===== src/rtl/pipeline_stall_ctrl.sv =====
// Stall/flush sequencer for the 5-stage pipeline: load-use bubbles,
// branch flushes and variable-latency data-memory freeze with timeout.
module pipeline_stall_ctrl #(
    parameter int MEM_TIMEOUT = 15,
    parameter int TO_W        = 4
) (
    input  logic        clock,
    input  logic        rst,
    input  logic        idex_memread,
    input  logic [4:0]  idex_rt,
    input  logic [4:0]  ifid_rs,
    input  logic [4:0]  ifid_rt,
    input  logic        ifid_uses_rt,
    input  logic        branch_taken,
    input  logic        exmem_memop,
    input  logic        dmem_ready,
    output logic        dmem_req,
    output logic        pc_en,
    output logic        ifid_en,
    output logic        idex_en,
    output logic        exmem_en,
    output logic        memwb_en,
    output logic        ifid_flush,
    output logic        idex_flush,
    output logic        memwb_bubble,
    output logic        mem_err,
    output logic [15:0] stall_cnt
);

    typedef enum logic [1:0] {
        RUN      = 2'd0,
        MEM_WAIT = 2'd1,
        ERR      = 2'd2
    } state_t;

    localparam logic [TO_W-1:0] LAST_WAIT = TO_W'(MEM_TIMEOUT - 1);

    state_t          state;
    state_t          stateNext;
    logic [TO_W-1:0] waitCnt;
    logic [TO_W-1:0] waitNext;
    logic [15:0]     stallCnt;
    logic            memErr;

    logic memStall;
    logic brFlush;
    logic loadUse;
    logic luStall;

    assign memStall = exmem_memop && !dmem_ready;

    assign loadUse = idex_memread && (idex_rt != 5'd0) &&
                     ((idex_rt == ifid_rs) ||
                      (ifid_uses_rt && (idex_rt == ifid_rt)));

    // Mutually exclusive so the priority is explicit in the terms.
    assign brFlush = branch_taken && !memStall;
    assign luStall = loadUse && !branch_taken && !memStall;

    always_comb begin
        stateNext    = state;
        waitNext     = waitCnt;
        dmem_req     = 1'b0;
        pc_en        = 1'b1;
        ifid_en      = 1'b1;
        idex_en      = 1'b1;
        exmem_en     = 1'b1;
        memwb_en     = 1'b1;
        ifid_flush   = 1'b0;
        idex_flush   = 1'b0;
        memwb_bubble = 1'b0;
        unique case (state)
            RUN: begin
                dmem_req = exmem_memop;
                unique case (1'b1)
                    memStall: begin
                        pc_en        = 1'b0;
                        ifid_en      = 1'b0;
                        idex_en      = 1'b0;
                        exmem_en     = 1'b0;
                        memwb_bubble = 1'b1;
                        stateNext    = MEM_WAIT;
                        waitNext     = '0;
                    end
                    brFlush: begin
                        ifid_flush = 1'b1;
                        idex_flush = 1'b1;
                    end
                    luStall: begin
                        pc_en      = 1'b0;
                        ifid_en    = 1'b0;
                        idex_flush = 1'b1;
                    end
                    default: ;
                endcase
            end
            MEM_WAIT: begin
                dmem_req = 1'b1;
                if (dmem_ready) begin
                    stateNext = RUN;
                end else begin
                    pc_en        = 1'b0;
                    ifid_en      = 1'b0;
                    idex_en      = 1'b0;
                    exmem_en     = 1'b0;
                    memwb_bubble = 1'b1;
                    if (waitCnt == LAST_WAIT) begin
                        stateNext = ERR;
                    end else begin
                        waitNext = waitCnt + 1'b1;
                    end
                end
            end
            ERR: begin
                pc_en    = 1'b0;
                ifid_en  = 1'b0;
                idex_en  = 1'b0;
                exmem_en = 1'b0;
                memwb_en = 1'b0;
            end
            default: begin
                stateNext = RUN;
            end
        endcase
    end

    always_ff @(posedge clock or negedge rst) begin
        if (!rst) begin
            state    <= RUN;
            waitCnt  <= '0;
            stallCnt <= '0;
            memErr   <= 1'b0;
        end else begin
            state   <= stateNext;
            waitCnt <= waitNext;
            memErr  <= memErr || (stateNext == ERR);
            // Frozen-PC cycles only; a hung memory is not a stall.
            if (!pc_en && (state != ERR) && (stallCnt != 16'hFFFF)) begin
                stallCnt <= stallCnt + 16'd1;
            end
        end
    end

    assign mem_err   = memErr;
    assign stall_cnt = stallCnt;

endmodule


===== config.mk =====
export PLATFORM = sky130hd
export DESIGN_NAME = pipeline_stall_ctrl
export DESIGN_NICKNAME = d
export VERILOG_FILES = /design/src/rtl/pipeline_stall_ctrl.sv
export SDC_FILE = /design/constraint.sdc
export NUM_CORES = 1
export LEC_CHECK = 0
export ABC_AREA = 1
export CORE_MARGIN = 3
export CORE_UTILIZATION = 45
export CTS_CLUSTER_SIZE = 20
export DETAILED_ROUTE_END_ITERATION = 7
export PLACE_DENSITY_LB_ADDON = 0.15
export SLEW_MARGIN = 25
export SYNTH_ARGS = -nofsm -noshare
export SYNTH_HDL_FRONTEND = slang
export SYNTH_SLANG_ARGS = --single-unit
export TNS_END_PERCENT = 30

===== constraint.sdc =====
create_clock -name clock -period 3.28 [get_ports clock]
set_input_delay 0.656 -clock clock [delete_from_list [all_inputs] [get_ports clock]]
set_output_delay 0.656 -clock clock [all_outputs]
set_load 0.01 [all_outputs]

### Word level (Yosys, flattened, before mapping)

Cells that the tools add are included.

* register bits after elaboration: 23
* input port bits: 22
* output and inout port bits: 26
* logic and storage cells: 60

* add/sub/neg operators: 2
* equal/unequal tests: 11
* muxes and demuxes: 22
* reduce and logical (&&, ||, !) cells: 21

Operator list (count)
* 16-bit by 1-bit adder with 16-bit output, second input constant: 1
* 16-bit inequality test, second input constant: 1
* 4-bit two-way mux: 3
* 5-bit == test: 2
* 1-bit two-way mux: 10
* 1-bit logical AND: 9
* 2-bit inequality test, second input constant: 4
* 4-bit one-hot mux with 2 select lines: 1
* 2-bit two-way mux: 3
* 1-bit one-hot mux with 3 select lines: 2
* 2-bit one-hot mux with 3 select lines: 1
* 5-bit nonzero test: 1
* 4-bit by 1-bit adder with 4-bit output, second input constant: 1
* 2-bit == test, second input constant: 2
* 4-bit == test, second input constant: 1
* 1-bit logical NOT: 4
* 1-bit one-hot mux with 2 select lines: 2
* 4-bit AND reduction: 1
* 2-bit OR reduction: 2
* 2-bit by 1-bit == test with 1-bit output, second input constant: 1
* 2-bit logical NOT: 1
* 1-bit logical OR: 2
* 2-bit nonzero test: 1

### Longest topological paths before layout

Gate-level depths: netlist of run 1.

* depth in word-level cells: 12
* depth in mapped cells: 12

### Least setup slack after synthesis of run 1

No wires, ideal clock.

* path kind: input to output
* start: input dmem_ready
* end: output pc_en
* data arrival time: 1621 ps
* required time: 2624 ps
* slack: 1003 ps
* cell stages on the path: 6
* path buffers: 2
* cell sequence: o21ai_0 > nand2_1 > nand2_4 > buf_4 > inv_1 > buf_4

* longest elaborated chain between the ends: 7
* elaborated cells on any way between the ends: 8
* those cells by class: mux: 3; reduce/logical: 5

RTL lines
* start, declared: line 16 `input logic dmem_ready,`
* 1-bit logical NOT: line 50 `assign memStall = exmem_memop && !dmem_ready;`
* 1-bit logical AND: line 50
* 1-bit logical NOT: line 58 `assign luStall = loadUse && !branch_taken && !memStall;`
* 1-bit logical AND: line 58
* 2-bit OR reduction (no line)
* 1-bit two-way mux
* 1-bit one-hot mux with 3 select lines (*)
* end, declared: line 18 `output logic pc_en,`

Mark *: on every way between the ends. The rest lies on a longest branch, timed or not.

### Worst setup path in the final report of run 1

* start: input idex_rt[4]
* end: output idex_flush

* longest elaborated chain between the ends: 9
* elaborated cells on any way between the ends: 12
* those cells by class: eq/ne: 2; mux: 2; reduce/logical: 8

RTL lines
* start, declared: line 10 `input logic [4:0] idex_rt,`
* 5-bit == test: line 54 `(ifid_uses_rt && (idex_rt == ifid_rt)));`
* 1-bit logical AND: line 54
* 1-bit logical OR: line 53 `((idex_rt == ifid_rs) ||`
* 1-bit logical AND (*): line 52 `assign loadUse = idex_memread && (idex_rt != 5'd0) &&`
* 1-bit logical AND (*) (2 in a row): line 58
* 2-bit OR reduction (no line) (*)
* 1-bit two-way mux (*): line 75 `unique case (1'b1)`
* 1-bit two-way mux (*): line 72 `unique case (state)`
* end, declared: line 24 `output logic idex_flush,`

Marks and branches as above.

==> results of run 1 <==
-- state kept, by name, indices dropped and copies added, names as in the netlist --
register   count
state          2
mem_err        1
waitCnt        4
stall_cnt     16
-- synthesized netlist by cell type, drive strengths merged --
cell type,number
nand3,13
o41ai,1
nor4,1
xor2,6
nor3,1
nand4,20
ha,3
nor3b,1
nand3b,1
a21oi,2
or2,1
xnor2,8
nand2,81
clkbuf,1
dfrtp,23
inv,33
o21ai,6
nor2,29
buf,6
-- critical path: stages --
cell and delay, ps:
clkdlybuf4s50_1 530, inv_1 70, nand2_1 60, nand2_1 40, nor2_1 110, nand3_1 80, nand2_1 110, nand2_1 60
a21oi_1 110, clkdlybuf4s50_1 550
-- metrics by stage --
step / setup WS (ps) / util [%]
6_report: 243 / 63.4
3_5_place_dp: 266 / 62.6
2_1_floorplan: 1000 / -
5_1_grt: 130 / 63.4
4_1_cts: 258 / 63.4
3_3_place_gp: 295 / 62.6
-- cells in the final DEF (no fill, tap or decap) --
cell / n
dfrtp_1: 23
inv_2: 1
nor4_1: 1
xnor2_1: 8
clkdlybuf4s50_1: 47
nand3_2: 2
o41ai_1: 1
nand2_4: 1
nor3_1: 1
nand3b_4: 1
nor3b_1: 1
nand3_4: 1
o21ai_0: 6
nand2_1: 80
nor2_1: 28
buf_4: 3
a21oi_1: 2
nand3_1: 10
clkbuf_4: 3
ha_1: 3
inv_1: 32
clkinv_2: 1
xor2_1: 6
nor2_2: 1
nand4_1: 20
or2_2: 1
-- kinds of logic (layout without fill, tap and decap cells) --
group / count (synthesis) / after routing / synth area share (%)
adders and majority gates: 3 / 3 / 2.29
and+or+nand+nor: 148 / 148 / 41.6
DFF: 23 / 23 / 35.2
AOI/OAI and AO/OA: 9 / 9 / 2.98
buffers and inverters: 40 / 87 / 10.5
xor gates and xnor gates: 14 / 14 / 7.49
-- how the worst min path moves through the flow --
stage	from	endpoint	slack, ps	cells after the start
3_3_place_gp	mem_err	mem_err	460	1
4_1_cts	mem_err	mem_err	490	1
3_5_place_dp	mem_err	mem_err	460	1
2_1_floorplan	rst	mem_err	360	0
5_1_grt	mem_err	mem_err	500	1
6_report	mem_err	mem_err	490	1
-- power breakdown --
group,leakage (nW),total [W],internal [W],switching (W)
Sequential,0.307,0.000371,0.000323,0.0000477
Combinational,0.782,0.000299,0.000155,0.000145
Clock,0.0177,0.000130,0.0000457,0.0000847
Total,1.11,0.000801,0.000523,0.000277
-- cell type report --
cell class                 instances  area share (%)
sequential                        23            26.6
clock buffer                       3            1.04
timing repair buffer              50            22.7
multi-input combinational        174            41.1
clock inverter                     1           0.231
tap                               46            2.66
inverter                          33            5.72
-- layer usage --
layer | up-vias | part of all wire [%] | track usage, %
met5 | - | 0 | 0
li1 | 850 | - | -
met2 | 33 | 46 | 28.9
met3 | 6 | 4.1 | 3.23
met4 | 0 | 1.1 | 4.57
met1 | 704 | 49 | 26.5
==> impl_results.md, run 1 <==
* Row Count at 21
* Core footprint at 3420 um2
* Worst R2R End: stall_cnt[3]
* Setup violators final at 0
* Final instance area at 2170 um2
* Placed wire-length estimate at 2.82 mm
* CTS root buf: clkbuf_4
* Placer congestion estimate at 0.812
* Fillers at 304
* Element type at the critical path end: output pin
* Status: complete, no violations
* Antenna cells at 0
* Initial Util at 47.9%
* Clock sink count at 23
* Sequential share of the synthesized area at 35.2%
* FF+latch count, synth at 23
* First-pass GRT wire length at 6.48 mm
* Syn Nets at 262
* CTS Buf Count at 3
* Crit Path Class: in2out
* Die Ht at 66.3 um
* Worst relative slew slack at 69.8%
* Fin. Hold Viols at 0
* Die ar. at 4400 um2
* Vias in the first global route at 1411
* Routed len/inst at 11.0 um
* Worst path arrival time at 2380 ps
* Syn Area/Cell at 6.91 um2
* Post-Layout Cell Count at 330
* VDD IR max at 0.320 mV
* Crit path to: idex_flush
* Worst Setup SP: idex_rt[4]
* Power Density at 369 nW/um2
* Reg-to-reg setup timing slack at 1460 ps
* Share of cells above drive strength 1 at 5.28%
* Global Route Usage Sum at 18.6%
* P_leak at 1.11 nW
* CTS Buffer Depth at 2
* Starting DRT DRC Count at 142
* HP Class: reg2reg
* CTS tree: done
* DRC Markers at 0
* Max-cap violations at 0
* Max Clk Rate at 329 MHz
* Reg clk slew, reported paths at 120 ps
* Crit start category: primary input
* Clock Skews at 4.62 ps
* CTS H-tree lvls at 1
* Register Area at 576 um2
* Synth area leaders: dfrtp_1 35%, nand2_1 18%, nand4_1 7.6%, inv_1 7.3%, nor2_1 6.4%
* Total power at 0.000801 W
* Total negative slack at 0 ps
* Post-cts repair resize count at 0
* Slew @ Worst Pin at 448 ps
* Netlist cell types at 26
* Worst Reg-to-Reg Cells at 8
* Post-DR vias/cell at 4.83
* Final net count at 310
* Number of top-level pins at 48
* Yosys warnings at 0
* Cts hold-fix bufs at 0
* Unrepaired setup endpoints after global routing: false
* Clk_lat worst skew at 320 ps
* Area occupied by multi-input gates at 890 um2
* Number of cells after detailed placement at 326
* Largest net degree at the start of global routing at 24
* Worst R2R Start: stall_cnt[0]
* Mapped Cells at 237
* Layout area overhead at 32.4%
* Top cell type by total area after synthesis: dfrtp_1
* Detail Route Antenna Nets at 0
* Routed vias at 1593
* Die span in x at 66.3 um
* Top cell type's share of synthesized area at 35.2%
* Overall overflow remaining after global route at 0
* Initial antenna violation count at 0
* Total wire length at 3.63 mm
* Final period utilization at 92.6%
* Slew Viols, Final at 0
* Worst-path fanout max at 3
* Port Buffers at 47
* Crit path time final at 3040 ps
* Post-Synthesis Cell Area at 1640 um2
* Placed instance area at 2140 um2
* Drt first pass iters at 4
* WHS at 490 ps
* Setup Fix Bufs, Post-CTS at 0
* Critical path required time at 2620 ps
Note: power is estimated with default switching activity, not from simulation.
==> run 2, diff against run 1 <==
--- a/config.mk
+++ b/config.mk
@@ -6,6 +6,7 @@
 export NUM_CORES = 1
 export LEC_CHECK = 0
 export ABC_AREA = 1
+export CAP_MARGIN = 20
 export CORE_MARGIN = 3
 export CORE_UTILIZATION = 45
 export CTS_CLUSTER_SIZE = 20
==> results of run 2 <==
No change in the layout: final DEF, timing and power equal those of run 1.
